<file path="config.mk">
export PLATFORM = sky130hd
export DESIGN_NAME = path_sequencer_flat
export DESIGN_NICKNAME = d
export VERILOG_FILES = /design/src/rtl/path_seq_pkg.sv /design/src/rtl/path_sequencer_if.sv /design/src/rtl/path_sequencer_node_tracker.sv /design/src/rtl/path_sequencer.sv /design/src/flat_wrapper.sv
export SDC_FILE = /design/constraint.sdc
export NUM_CORES = 1
export LEC_CHECK = 0
export ABC_AREA = 1
export BUFFER_PORTS_ARGS = -buffer_cell sky130_fd_sc_hd__buf_2
export CORE_MARGIN = 2
export CORE_UTILIZATION = 57
export CTS_CLUSTER_SIZE = 40
export DETAILED_ROUTE_END_ITERATION = 8
export GPL_TIMING_DRIVEN = 0
export PLACE_DENSITY = 0.84
export SLEW_MARGIN = 20
export SYNTH_ARGS = -nofsm -noshare
export SYNTH_HDL_FRONTEND = slang
export SYNTH_SLANG_ARGS = --single-unit
export TNS_END_PERCENT = 5
</file>
<file path="constraint.sdc">
create_clock -name clk -period 4.2 [get_ports clk]
set_clock_uncertainty 0.15 [all_clocks]
set_input_delay 0.42 -clock clk [delete_from_list [all_inputs] [get_ports clk]]
set_output_delay 0.42 -clock clk [all_outputs]
set_load 0.02 [all_outputs]
</file>
<file path="src/rtl/path_seq_pkg.sv">
// path_seq_pkg: shared widths and FSM state type for the hypercube path sequencer.
package path_seq_pkg;
    localparam int DIM      = 4;
    localparam int MAX_HOPS = 16;
    localparam int HOP_W    = 2;
    localparam int NODE_W   = DIM;
    localparam int IDX_W    = $clog2(MAX_HOPS);
    localparam int LEN_W    = IDX_W + 1;
    localparam int PATH_W   = HOP_W * MAX_HOPS;
    localparam int NODES    = 2 ** NODE_W;
    typedef enum logic [1:0] {IDLE, ISSUE, DONE} seq_state_t;
endpackage

</file>
<file path="src/rtl/path_sequencer_if.sv">
// path_sequencer_if: hop offer bus from the sequencer (master) to the router (slave).
interface path_sequencer_if;
    import path_seq_pkg::*;
    logic              hop_valid;
    logic              hop_ready;
    logic [HOP_W-1:0]  hop_dim;
    logic [NODE_W-1:0] cur_node;
    logic [IDX_W-1:0]  hop_idx;
    modport master (output hop_valid, hop_dim, cur_node, hop_idx, input hop_ready);
    modport slave  (input hop_valid, hop_dim, cur_node, hop_idx, output hop_ready);
endinterface

</file>
<file path="src/rtl/path_sequencer_node_tracker.sv">
// node_tracker: current node register plus, with PATH_SEQ_REVISIT_CHECK_EN, a visited bitmap flagging revisits.
module node_tracker
    import path_seq_pkg::*;
(
    input  logic              clk,
    input  logic              rst_n,
    input  logic              load,
    input  logic              fire,
    input  logic              last,
    input  logic [NODE_W-1:0] src_node,
    input  logic [HOP_W-1:0]  hop_dim,
    output logic [NODE_W-1:0] cur_node,
    output logic [NODE_W-1:0] next_node,
    output logic              illegal
);
    logic [NODE_W-1:0] cur_node_q, cur_node_d;
    assign cur_node  = cur_node_q;
    assign next_node = cur_node_q ^ (NODE_W'(1) << hop_dim);
    always_comb cur_node_d = load ? src_node : fire ? next_node : cur_node_q;
    always_ff @(posedge clk) begin
        if (!rst_n) cur_node_q <= '0;
        else        cur_node_q <= cur_node_d;
    end
`ifdef PATH_SEQ_REVISIT_CHECK_EN
    logic [NODE_W-1:0] src_q, src_d;
    logic [NODES-1:0]  visited_q, visited_d;
    // returning to the source on the final hop closes a legal cycle
    always_comb begin
        src_d     = load ? src_node : src_q;
        visited_d = load ? NODES'(1) << src_node : fire ? visited_q | NODES'(1) << next_node : visited_q;
        illegal   = fire && visited_q[next_node] && !(last && next_node == src_q);
    end
    always_ff @(posedge clk) begin
        if (!rst_n) begin
            src_q     <= '0;
            visited_q <= '0;
        end else begin
            src_q     <= src_d;
            visited_q <= visited_d;
        end
    end
`else
    logic unused_last;
    assign unused_last = last;
    assign illegal     = 1'b0;
`endif
endmodule

</file>
<file path="src/rtl/path_sequencer.sv">
// path_sequencer: streams a latched hypercube route one hop per valid/ready beat.
// Build with PATH_SEQ_REVISIT_CHECK_EN to add revisit detection and the err output.
module path_sequencer
    import path_seq_pkg::*;
(
    input  logic              clk,
    input  logic              rst_n,
    input  logic              start,
    input  logic              abort,
    input  logic [NODE_W-1:0] src_node,
    input  logic [LEN_W-1:0]  path_len,
    input  logic [PATH_W-1:0] path_data,
    path_sequencer_if.master  hop,
    output logic              busy,
    output logic              done
`ifdef PATH_SEQ_REVISIT_CHECK_EN
    ,
    output logic              err
`endif
);
    seq_state_t        state_q, state_d;
    logic [PATH_W-1:0] path_q, path_d;
    logic [LEN_W-1:0]  len_q, len_d;
    logic [IDX_W-1:0]  hop_idx_q, hop_idx_d, nxt_idx;
    logic [HOP_W-1:0]  hop_dim_q, hop_dim_d;
    logic              hop_valid_q, hop_valid_d, busy_q, busy_d, done_q, done_d;
    logic              load, fire, last, illegal;
    logic [NODE_W-1:0] unused_next_node;
    assign fire    = hop_valid_q && hop.hop_ready;
    assign load    = state_q == IDLE && start && !abort;
    assign last    = {1'b0, hop_idx_q} == len_q - 1'b1;
    assign nxt_idx = hop_idx_q + 1'b1;
    node_tracker u_tracker (
        .clk       (clk),
        .rst_n     (rst_n),
        .load      (load),
        .fire      (fire),
        .last      (last),
        .src_node  (src_node),
        .hop_dim   (hop_dim_q),
        .cur_node  (hop.cur_node),
        .next_node (unused_next_node),
        .illegal   (illegal)
    );
    // hop_dim is prefetched for the next index so it is registered when offered
    always_comb begin
        state_d   = state_q;
        path_d    = path_q;
        len_d     = len_q;
        hop_idx_d = hop_idx_q;
        hop_dim_d = hop_dim_q;
        if (abort) begin
            state_d   = IDLE;
            hop_idx_d = '0;
        end else if (load) begin
            path_d    = path_data;
            len_d     = path_len > LEN_W'(MAX_HOPS) ? LEN_W'(MAX_HOPS) : path_len;
            hop_idx_d = '0;
            hop_dim_d = path_data[HOP_W-1:0];
            state_d   = path_len == '0 ? DONE : ISSUE;
        end else if (state_q == ISSUE && fire) begin
            hop_idx_d = nxt_idx;
            hop_dim_d = path_q[{nxt_idx, 1'b0} +: HOP_W];
            state_d   = last || illegal ? DONE : ISSUE;
        end else if (state_q == DONE) begin
            state_d   = IDLE;
            hop_idx_d = '0;
        end
        hop_valid_d = state_d == ISSUE;
        busy_d      = state_d != IDLE;
        done_d      = state_d == DONE;
    end
    always_ff @(posedge clk) begin
        if (!rst_n) begin
            state_q     <= IDLE;
            path_q      <= '0;
            len_q       <= '0;
            hop_idx_q   <= '0;
            hop_dim_q   <= '0;
            hop_valid_q <= 1'b0;
            busy_q      <= 1'b0;
            done_q      <= 1'b0;
        end else begin
            state_q     <= state_d;
            path_q      <= path_d;
            len_q       <= len_d;
            hop_idx_q   <= hop_idx_d;
            hop_dim_q   <= hop_dim_d;
            hop_valid_q <= hop_valid_d;
            busy_q      <= busy_d;
            done_q      <= done_d;
        end
    end
    assign hop.hop_valid = hop_valid_q;
    assign hop.hop_dim   = hop_dim_q;
    assign hop.hop_idx   = hop_idx_q;
    assign busy          = busy_q;
    assign done          = done_q;
`ifdef PATH_SEQ_REVISIT_CHECK_EN
    logic err_q, err_d;
    always_comb err_d = load ? 1'b0 : illegal ? 1'b1 : err_q;
    always_ff @(posedge clk) begin
        if (!rst_n) err_q <= 1'b0;
        else        err_q <= err_d;
    end
    assign err = err_q;
`endif
endmodule
</file>
<file path="src/flat_wrapper.sv">
// flat-port wrapper written by rule: the top's interface ports become plain ports
module path_sequencer_flat import path_seq_pkg::*;
  (clk, rst_n, start, abort, src_node, path_len, path_data, busy, done, hop_hop_valid, hop_hop_dim, hop_cur_node, hop_hop_idx, hop_hop_ready);
  path_sequencer_if hop_i ();
  input  logic clk;
  input  logic rst_n;
  input  logic start;
  input  logic abort;
  input  logic [NODE_W-1:0] src_node;
  input  logic [LEN_W-1:0] path_len;
  input  logic [PATH_W-1:0] path_data;
  output logic busy;
  output logic done;
  output wire logic [$bits(hop_i.hop_valid)-1:0] hop_hop_valid;
  output wire logic [$bits(hop_i.hop_dim)-1:0] hop_hop_dim;
  output wire logic [$bits(hop_i.cur_node)-1:0] hop_cur_node;
  output wire logic [$bits(hop_i.hop_idx)-1:0] hop_hop_idx;
  input wire logic [$bits(hop_i.hop_ready)-1:0] hop_hop_ready;
  assign hop_hop_valid = hop_i.hop_valid;
  assign hop_hop_dim = hop_i.hop_dim;
  assign hop_cur_node = hop_i.cur_node;
  assign hop_hop_idx = hop_i.hop_idx;
  assign hop_i.hop_ready = hop_hop_ready;
  path_sequencer u_core (.clk(clk), .rst_n(rst_n), .start(start), .abort(abort), .src_node(src_node), .path_len(path_len), .path_data(path_data), .hop(hop_i), .busy(busy), .done(done));
endmodule
</file>
==> impl_metrics.json, run 1 <==
{
  "grt_pass1_wl_mm": 9.75,
  "synth-main-ff-cell": "dfxtp_1",
  "ys_types": 23,
  "grt-ovfl-total": 0,
  "synth_area_leaders": "dfxtp_1 (41%), nand2_1 (14%), a21oi_1 (7.9%)",
  "cp_slowest_cell": "dfxtp_1",
  "path_common_cell": "nand3_1",
  "n_antenna_cell": 0,
  "postCtsSetupRepairBufs": 0,
  "cts_tree": "yes",
  "synth_top_area_share_pct": 41.2,
  "yosys_warnings": 0,
  "place_congestion": 0.816,
  "io_pins": 59,
  "area_growth_pct": 17.7,
  "critical-path-max-stage-delay_ns": 0.50,
  "via_per_inst": 5.09,
  "ys_ff_latch": 52,
  "tns_ns": 0,
  "p_per_area_nw_per_um2": 324,
  "synth_cells": 376,
  "core-area_sq_um": 4320,
  "hold_path_class": "input pin to register",
  "worst_pin_slew_ns": 0.529,
  "drc_errors": 0,
  "cp-end-kind": "register",
  "path_class": "register to register",
  "dr.pass1.iters": 4,
  "vias": 2514,
  "synth_most_common_cell": "nand2_1",
  "ff2ff_setup_slack_ns": 2.25,
  "ys_top_cells_by_count": "nand2_1 (97), dfxtp_1 (52), inv_1 (45)",
  "maxCapViolCount": 0,
  "syn-num-nets": 424,
  "h-tree-depth": 2,
  "crit_arrival_ns": 2.05,
  "cts_max_path_buffers": 2,
  "cts_buffers": 5,
  "required_ns": 4.29,
  "timing.critical_path.cells": "ha_1 -> buf_2 -> inv_1 -> nand3_1 -> nand3_1 -> nand3_1 -> nand2_1 -> nand2_1 -> a21oi_1",
  "route.detailed.wl_per_inst_microns": 11.7,
  "dieArea_sq_um": 4980,
  "synth_edf_count": 0,
  "fmax_mhz": 512,
  "clock_sinks": 52,
  "grt_usage_pct": 24.3,
  "period_needed_ns": 1.95,
  "die_w_microns": 70.5,
  "cp_max_fo": 10,
  "slew_headroom_pct": 64.7,
  "cts_resized": 0,
  "yosysTopAreaCell": "dfxtp_1",
  "ctsHoldBuffers": 0,
  "nets": 489,
  "grt_max_degree": 16,
  "setup_viol": 0,
  "start_util_pct": 58.4,
  "port_buffers": 58,
  "first_global_vias": 2263,
  "clk_pin_slew_ns": 0.09,
  "slew_violations": 0,
  "drive_gt1_share_pct": 18.8,
  "drtIter0Drc": 245,
  "synth.cell_area_sq_um": 2520,
  "clk_latency_ns": 0.31,
  "p_leak_nw": 1.39,
  "dp_hpwl_mm": 4.38,
  "whs_ns": 0.203,
  "post-route-period-util_pct": 46.5,
  "cp.buffers_inverters": 2,
  "outcome": "finished clean",
  "ant_nets": 0,
  "synth_seq_area_share_pct": 41.2,
  "start_kind": "register",
  "hold_viol_final": 0,
  "antenna_found_initial": 0,
  "peakVddDrop_v": 0.000239,
  "rows": 24,
  "avgSynthCellArea_sq_um": 6.71,
  "crit_family": "flip-flops",
  "rsz0062_at_grt": "false",
  "synthArstFlopShare_pct": 0,
  "root_buffer": "clkbuf_8",
  "die_h_microns": 70.5,
  "wirelength_mm": 5.80
}
-- power by group --
group          switching [mW]  leakage [nW]  internal, mW
clock network           0.165        0.0510         0.132
logic                  0.0796         0.914        0.0545
registers              0.0126         0.426         0.520
-- cell usage in the layout (no fill, tap or decap), drive strengths merged --
cell	netlist	layout
nor2	39	39
a21oi	40	40
inv	48	48
clkinv	0	2
nand3	29	29
buf	8	66
nand3b	1	1
nand2	97	97
a211oi	1	1
nor3	1	1
o21ai	39	39
ha	2	2
o211ai	4	4
xnor2	3	3
dfxtp	52	52
xor2	4	4
clkbuf	8	14
-- cell families (layout without fill, tap and decap cells) --
group	after synthesis	after routing	share of synthesized area [%]
flip-flops	52	52	41.2
AO/OA/AOI/OAI	84	84	17.2
XOR/XNOR	7	7	2.43
buffers and inverters	64	130	10.1
AND/OR/NAND/NOR	167	167	28.1
adder cells (fa/ha/maj)	2	2	0.991
-- registers in the layout (all words and copies together), names as in the netlist --
signal                     count
u_core.hop.hop_idx             4
u_core.hop.hop_valid           1
u_core.hop.hop_dim             2
u_core.u_tracker.cur_node      4
u_core.path_q                 32
u_core.done                    1
u_core.state_q                 2
u_core.len_q                   5
u_core.busy                    1
-- worst paths after layout --
| kind | start | endpoint | cells after the start |
|---|---|---|---|
| worst max-delay path | u_core.hop.hop_idx[0]$_SDFFE_PP0P_ | u_core.hop.hop_dim[1]$_SDFFE_PN0P_ | 9 |
| worst max register to register | u_core.hop.hop_idx[0]$_SDFFE_PP0P_ | u_core.hop.hop_dim[1]$_SDFFE_PN0P_ | 9 |
| worst min register to register | u_core.path_q[18]$_SDFFE_PN0P_ | u_core.path_q[18]$_SDFFE_PN0P_ | 2 |
| worst min-delay path | path_len[0] | u_core.len_q[0]$_SDFFE_PN0P_ | 3 |
-- routing by layer --
| layer | up-vias | global-route usage [%] | routed length (microns) |
|---|---|---|---|
| met5 | - | 0 | 0 |
| li1 | 1320 | - | - |
| met4 | 0 | 9.22 | 76 |
| met1 | 1105 | 32.4 | 2550 |
| met2 | 81 | 39.9 | 2760 |
| met3 | 8 | 3.99 | 416 |
-- worst register-to-register path, delay by kind of cell (launching register included) --
family	cells	cell delay (ns)
adders and majority gates	1	0.28
DFF	1	0.50
and+or+nand+nor	5	0.43
buffers and inverters	2	0.39
AOI/OAI and AO/OA	1	0.14
-- metrics by stage --
stage	setup WS [ns]	total power [mW]	instances	util, %	instance area [sq um]
6_report	2.25	0.963	494	68.7	2970
5_1_grt	2.11	0.998	494	68.7	2970
4_1_cts	2.25	0.965	494	68.7	2970
3_5_place_dp	2.29	0.678	486	66.6	2880
3_3_place_gp	2.32	0.673	486	66.6	2880
2_1_floorplan	2.42	0.630	376	-	2520
-- layout make-up --
cell class	count	area (sq um)
Fill cell	403	1350
Tap cell	52	65.1
Buffer	16	75.1
Sequential cell	52	1040
Inverter	48	180
Clock buffer	6	82.6
Timing Repair Buffer	58	290
Multi-Input combinational cell	260	1230
Clock inverter	2	10.0
Note: power is estimated with default switching activity, not from simulation.
==> run 2: changes to the inputs <==
ABC_AREA = 0   (was 1)
CORE_UTILIZATION = 48   (was 57)
PLACE_DENSITY = 0.76   (was 0.84)
clock period = 1.7 ns   (was 4.2 ns; I/O delays follow)
==> impl_metrics.json, run 2 <==
{
  "synth_edf_count": 0,
  "clk_latency_ns": 0.31,
  "fillers": 368,
  "clock_sinks": 52,
  "largest_reg_flops": 32,
  "final_cell_mix": "nand2_1 (77), buf_2 (58), dfxtp_1 (49), dlygate4sd3_1 (39), a21boi_1 (27)",
  "synth-main-ff-cell": "dfxtp_1",
  "cts_max_path_buffers": 2,
  "layout_commonest_cell": "nand2_1",
  "worst_pin_slew_ns": 0.460,
  "final_area_sq_um": 3500,
  "place_congestion": 0.856,
  "avgSynthCellArea_sq_um": 9.24,
  "worstReg2RegEnd": "u_core.hop.hop_dim[0]$_SDFFE_PN0P_",
  "n_antenna_cell": 0,
  "synth_cells": 268,
  "die_h_microns": 75.8,
  "first_global_vias": 2146,
  "outcome": "finished with violations",
  "synth_top_area_share_pct": 42.0,
  "hold_path_class": "input pin to register",
  "synth-xor-area-share_pct": 5.35,
  "synth_area_leaders": "dfxtp_1 (42%), nand2_1 (12%), mux4_1 (8.5%)",
  "yosys_warnings": 0,
  "rr_startpoint": "u_core.hop.hop_idx[1]$_SDFFE_PP0P_",
  "top_register": "u_core.path_q",
  "slew_headroom_pct": 69.1,
  "timing.critical_path.cells": "ha_4 -> mux4_2 -> mux2_2 -> a222oi_1 -> a21oi_1",
  "vias": 2310,
  "clock_power_share_pct": 35.4,
  "drtIter0Drc": 162,
  "port_buffers": 58,
  "crit_start": "u_core.hop.hop_idx[1]$_SDFFE_PP0P_",
  "rsz0062_at_grt": "true",
  "period_needed_ns": 2.29,
  "via_per_inst": 5.17,
  "syn-num-nets": 316,
  "post-route-period-util_pct": 135,
  "cts_buffers": 5,
  "die_w_microns": 75.8,
  "synth.cell_area_sq_um": 2480,
  "fmax_mhz": 436,
  "hold_end": "u_core.len_q[0]$_SDFFE_PN0P_",
  "yosysTopAreaCell": "dfxtp_1",
  "h-tree-depth": 2,
  "root_buffer": "clkbuf_8",
  "start_util_pct": 49.1,
  "required_ns": 1.75,
  "grt_usage_pct": 23.0,
  "p_sw_mw": 0.614,
  "peakVddDrop_v": 0.000457,
  "area_growth_pct": 41.4,
  "p_per_area_nw_per_um2": 748,
  "ys_top_cells_by_count": "nand2_1 (78), dfxtp_1 (52), a21boi_1 (25)",
  "min_delay_path_depth": 3,
  "drive_gt1_share_pct": 27.9,
  "crit_arrival_ns": 2.34,
  "reg_top3": "u_core.path_q (32), u_core.len_q (5)",
  "slew_violations": 0,
  "dr.pass1.iters": 5,
  "drc_errors": 0,
  "synth_seq_area_share_pct": 42.0,
  "cp-end-kind": "register",
  "io_pins": 59,
  "start_kind": "register",
  "antenna_found_initial": 0,
  "ant_nets": 0,
  "nets": 424,
  "p_int_mw": 2.01,
  "wirelength_mm": 6.24,
  "dp_hpwl_mm": 4.04,
  "ys_ff_latch": 52,
  "seqPwrFrac_pct": 49.5,
  "dieArea_sq_um": 5750,
  "synthArstFlopShare_pct": 0,
  "swShare_pct": 23.4,
  "grt-ovfl-total": 0,
  "synthMuxAreaShare_pct": 10.8,
  "p_leak_nw": 1.46,
  "synthAdderAreaFrac_pct": 1.01,
  "core-area_sq_um": 5040,
  "grt_max_degree": 16,
  "failed_checks": "setup timing",
  "cp_max_fo": 8,
  "synth_top_family_by_area": "simple AND/OR/NAND/NOR gates",
  "cp_slowest_cell": "mux4_2",
  "post-route-util_pct": 69.5,
  "grt_pass1_wl_mm": 9.95,
  "r2r_cells": 5,
  "synth_most_common_cell": "nand2_1",
  "clk_pin_slew_ns": 0.10,
  "synth_compound_area_share_pct": 16.5,
  "critical-path-max-stage-delay_ns": 0.54,
  "synthSimpleGateAreaFrac_pct": 20.3,
  "pwr-share-comb_pct": 15.1,
  "ff2ff_setup_slack_ns": -0.59,
  "hold_viol_final": 0,
  "ys_types": 33,
  "rows": 26,
  "path_class": "register to register",
  "setup_viol": 21,
  "placed_cell_area_sq_um": 2860,
  "route.detailed.wl_per_inst_microns": 14.0,
  "cts_tree": "yes",
  "hp-start": "path_len[0]",
  "setup_ws_ns": -0.594,
  "maxCapViolCount": 0
}
## run 2: cell types whose count changed after synthesis, sizes merged, moves of 4 or more
cell,before,now
mux2,0,5
inv,48,3
o211a,0,4
nor3b,0,4
nor2,39,9
mux4,0,8
nand3,29,3
a21oi,40,7
a21boi,0,37
nand2,97,78
o21ai,39,4
xnor2,3,9
o211ai,4,0
## run 2: cell families after synthesis
kind of cell	after synthesis
XOR/XNOR	13
AO/OA/AOI/OAI	56
buffers and inverters	20
multiplexers	13
flip-flops	52
adder cells (fa/ha/maj)	2
AND/OR/NAND/NOR	112
## run 2: critical path, delay by kind of cell, from the launching register on
| family | cells | cell delay (ns) |
|---|---|---|
| fa+ha+maj | 1 | 0.35 |
| mux | 2 | 0.82 |
| compound gates | 2 | 0.50 |
| flops | 1 | 0.37 |
## run 2: repair_timing
action,4_1_cts,5_1_grt
setup buffers,5,0
pin swaps,4,3
gates resized for setup,25,16
hold endpoints to repair,39,0
setup endpoints to repair,51,51
hold buffers,39,0
## run 2: worst max-delay path by stage
stage | end | slack (ns) | depth (start not counted)
floorplan | u_core.hop.hop_dim[0]$_SDFFE_PN0P_ | -0.43 | 6
finish | u_core.hop.hop_dim[0]$_SDFFE_PN0P_ | -0.59 | 5
global route | u_core.hop.hop_dim[0]$_SDFFE_PN0P_ | -0.68 | 5
detailed placement | u_core.hop.hop_dim[0]$_SDFFE_PN0P_ | -0.64 | 6
CTS | u_core.hop.hop_dim[0]$_SDFFE_PN0P_ | -0.59 | 5
global placement | u_core.hop.hop_dim[0]$_SDFFE_PN0P_ | -0.62 | 6
## run 2: stage by stage
step           setup TNS (ns)  hold slack (ns)  power (mW)  instances  worst slack [ns]
2_1_floorplan           -1.84            0.155        1.50        268            -0.426
3_3_place_gp           -10.57            0.261        1.61        396            -0.616
3_5_place_dp           -13.10            0.265        1.61        396            -0.640
4_1_cts                 -3.55          0.00198        2.62        447            -0.587
5_1_grt                 -4.37           0.0129        2.71        447            -0.681
6_report                -2.92           0.0126        2.62        447            -0.594
## run 2: cell type report
| cell class | instances | area [sq um] | share of cell area [%] |
|---|---|---|---|
| buffer | 16 | 158 | 4.50 |
| clock buffer | 7 | 96.3 | 2.75 |
| clock inverter | 1 | 30.0 | 0.857 |
| inverter | 3 | 11.3 | 0.321 |
| multi-input combinational | 196 | 1350 | 38.6 |
| sequential | 52 | 1050 | 30.0 |
| tap | 70 | 87.6 | 2.50 |
| timing repair buffer | 102 | 718 | 20.5 |
## run 2: layer usage
layer / vias up / global-route usage [%] / wire length (microns)
li1: 1143 / - / -
met3: 15 / 4.50 / 272
met4: 0 / 7.80 / 114
met5: - / 0 / 0
met2: 72 / 39.4 / 3170
met1: 1080 / 29.0 / 2690
## run 2: power by group through the flow
| stage | Sequential (mW) | Clock [mW] | Combinational, mW |
|---|---|---|---|
| after floorplan | 1.33 | 0 | 0.165 |
| after detailed placement | 1.33 | 0 | 0.289 |
| after global routing | 1.30 | 0.977 | 0.432 |
| final | 1.30 | 0.928 | 0.396 |
| after global placement | 1.32 | 0 | 0.283 |
| after CTS | 1.30 | 0.942 | 0.382 |
==> run 3: changes to the inputs <==
CTS_BUF_LIST = sky130_fd_sc_hd__clkbuf_16   (was default)
clock period = 2.1 ns   (was 1.7 ns; I/O delays follow)
==> impl_metrics.json, run 3 (synthesized netlist as in run 2, its figures left out) <==
{
  "hold_path_class": "input pin to register",
  "worstReg2RegEnd": "u_core.hop.hop_dim[0]$_SDFFE_PN0P_",
  "start_util_pct": 49.1,
  "final_cells": 409,
  "r2r_cells": 5,
  "final_area_sq_um": 3060,
  "dieArea_sq_um": 5750,
  "largest_reg_flops": 32,
  "io_pins": 59,
  "nets": 386,
  "slew_headroom_pct": 68.5,
  "start_kind": "register",
  "rows": 26,
  "fmax_mhz": 441,
  "ant_nets": 0,
  "placed_cell_area_sq_um": 2860,
  "crit_family": "multiplexers",
  "clock_sinks": 52,
  "ff2ff_setup_slack_ns": -0.17,
  "whs_ns": -0.00132,
  "cp_slowest_cell": "mux4_2",
  "critical-path-max-stage-delay_ns": 0.53,
  "slew_violations": 0,
  "core-area_sq_um": 5040,
  "post-route-period-util_pct": 108,
  "failed_checks": "hold timing, setup timing",
  "cp-end-kind": "register",
  "grt_max_degree": 16,
  "min_delay_path_depth": 3,
  "dr.pass1.iters": 4,
  "grt_pass1_wl_mm": 8.90,
  "dp_hpwl_mm": 4.04,
  "layout_commonest_cell": "nand2_1",
  "hold_end": "u_core.path_q[20]$_SDFFE_PN0P_",
  "root_buffer": "clkbuf_16",
  "drive_gt1_share_pct": 26.8,
  "h-tree-depth": 2,
  "worst_pin_slew_ns": 0.473,
  "via_per_inst": 5.10,
  "vias": 2087,
  "hp-start": "path_data[20]",
  "area_growth_pct": 23.5,
  "grt-ovfl-total": 0,
  "rsz0062_at_grt": "true",
  "post-route-util_pct": 60.7,
  "port_buffers": 58,
  "p_total_mw": 2.19,
  "die_w_microns": 75.8,
  "crit_arrival_ns": 2.29,
  "first_global_vias": 1964,
  "drtIter0Drc": 144,
  "grt_usage_pct": 20.6,
  "cts_tree": "yes",
  "n_antenna_cell": 0,
  "peakVddDrop_v": 0.000452,
  "p_leak_nw": 1.26,
  "setup_viol": 2,
  "rr_startpoint": "u_core.hop.hop_idx[1]$_SDFFE_PP0P_",
  "top_register": "u_core.path_q",
  "route.detailed.wl_per_inst_microns": 13.5,
  "path_class": "register to register",
  "cp_max_fo": 8,
  "setup_ws_ns": -0.170,
  "dp.cells": 396,
  "p_per_area_nw_per_um2": 717,
  "clk_latency_ns": 0.29,
  "drc_errors": 0,
  "required_ns": 2.12,
  "die_h_microns": 75.8,
  "outcome": "finished with violations",
  "maxCapViolCount": 0,
  "cts_buffers": 5,
  "final_cell_mix": "nand2_1 (78), buf_2 (61), dfxtp_1 (50), a21boi_1 (25), a21boi_0 (12)",
  "period_needed_ns": 2.27,
  "cts_max_path_buffers": 2,
  "hold_viol_final": 2,
  "wirelength_mm": 5.54,
  "antenna_found_initial": 0,
  "place_congestion": 0.856,
  "clk_pin_slew_ns": 0.07,
  "reg_top3": "u_core.path_q (32), u_core.len_q (5)",
  "timing.critical_path.cells": "ha_4 -> mux4_2 -> mux2_2 -> a222oi_1 -> a21oi_1",
  "cp.buffers_inverters": 0
}
run 3: cell count changes in the layout (fill, tap and decap cells not counted), sizes merged:
| cell | before | now |
|---|---|---|
| dlygate4sd3 | 39 | 1 |
| buf | 72 | 68 |
| clkbuf | 14 | 16 |
| clkinv | 0 | 2 |
run 3: report_power, final:
group	switching, mW	total, mW	internal, mW
sequential	0.0247	1.05	1.03
clock	0.352	0.906	0.554
combinational	0.123	0.238	0.114
total	0.500	2.19	1.69
run 3: worst max-delay path by stage:
stage | start | to | depth (start not counted)
after floorplan | u_core.hop.hop_idx[1]$_SDFFE_PP0P_ | u_core.hop.hop_dim[0]$_SDFFE_PN0P_ | 6
after global placement | u_core.hop.hop_idx[1]$_SDFFE_PP0P_ | u_core.hop.hop_dim[0]$_SDFFE_PN0P_ | 6
after detailed placement | u_core.hop.hop_idx[1]$_SDFFE_PP0P_ | u_core.hop.hop_dim[0]$_SDFFE_PN0P_ | 6
final | u_core.hop.hop_idx[1]$_SDFFE_PP0P_ | u_core.hop.hop_dim[0]$_SDFFE_PN0P_ | 5
after CTS | u_core.hop.hop_idx[1]$_SDFFE_PP0P_ | u_core.hop.hop_dim[0]$_SDFFE_PN0P_ | 5
after global routing | u_core.hop.hop_idx[1]$_SDFFE_PP0P_ | u_core.hop.hop_dim[0]$_SDFFE_PN0P_ | 5
run 3: worst min-delay path, cell delays in order:
cell,delay [ns]
buf_2,0.09
nand2_1,0.04
a21boi_1,0.05
run 3: cell type report:
| type | count | area (sq um) |
|---|---|---|
| Buffer | 16 | 78.8 |
| Clock buffer | 5 | 125 |
| Clock inverter | 3 | 37.5 |
| Fill cell | 444 | 1980 |
| Inverter | 3 | 11.3 |
| Multi-Input combinational cell | 196 | 1330 |
| Sequential cell | 52 | 1050 |
| Tap cell | 70 | 87.6 |
| Timing Repair Buffer | 64 | 338 |
run 3: metal layers:
layer / GRT usage (%) / wire, microns
met5: 0 / 0
met4: 7.21 / 97
met2: 33.6 / 2690
met1: 27.4 / 2470
met3: 3.70 / 275
run 3: repair_timing:
item                                   4_1_cts  5_1_grt
setup buffers                                5        0
hold buffers                                 1        0
resized for setup                            1        1
gates cloned                                 0        0
pin swaps                                    3        1
endpoints found under the hold margin        1        0
setup endpoints to repair                    2       31
run 3: per-stage QoR:
stage	TNS, ns	worst slack, ns
after global placement	-0.426	-0.216
after detailed placement	-0.449	-0.240
final	-0.304	-0.170
after global routing	-0.943	-0.277
after floorplan	-0.0514	-0.0257
after CTS	-0.341	-0.183
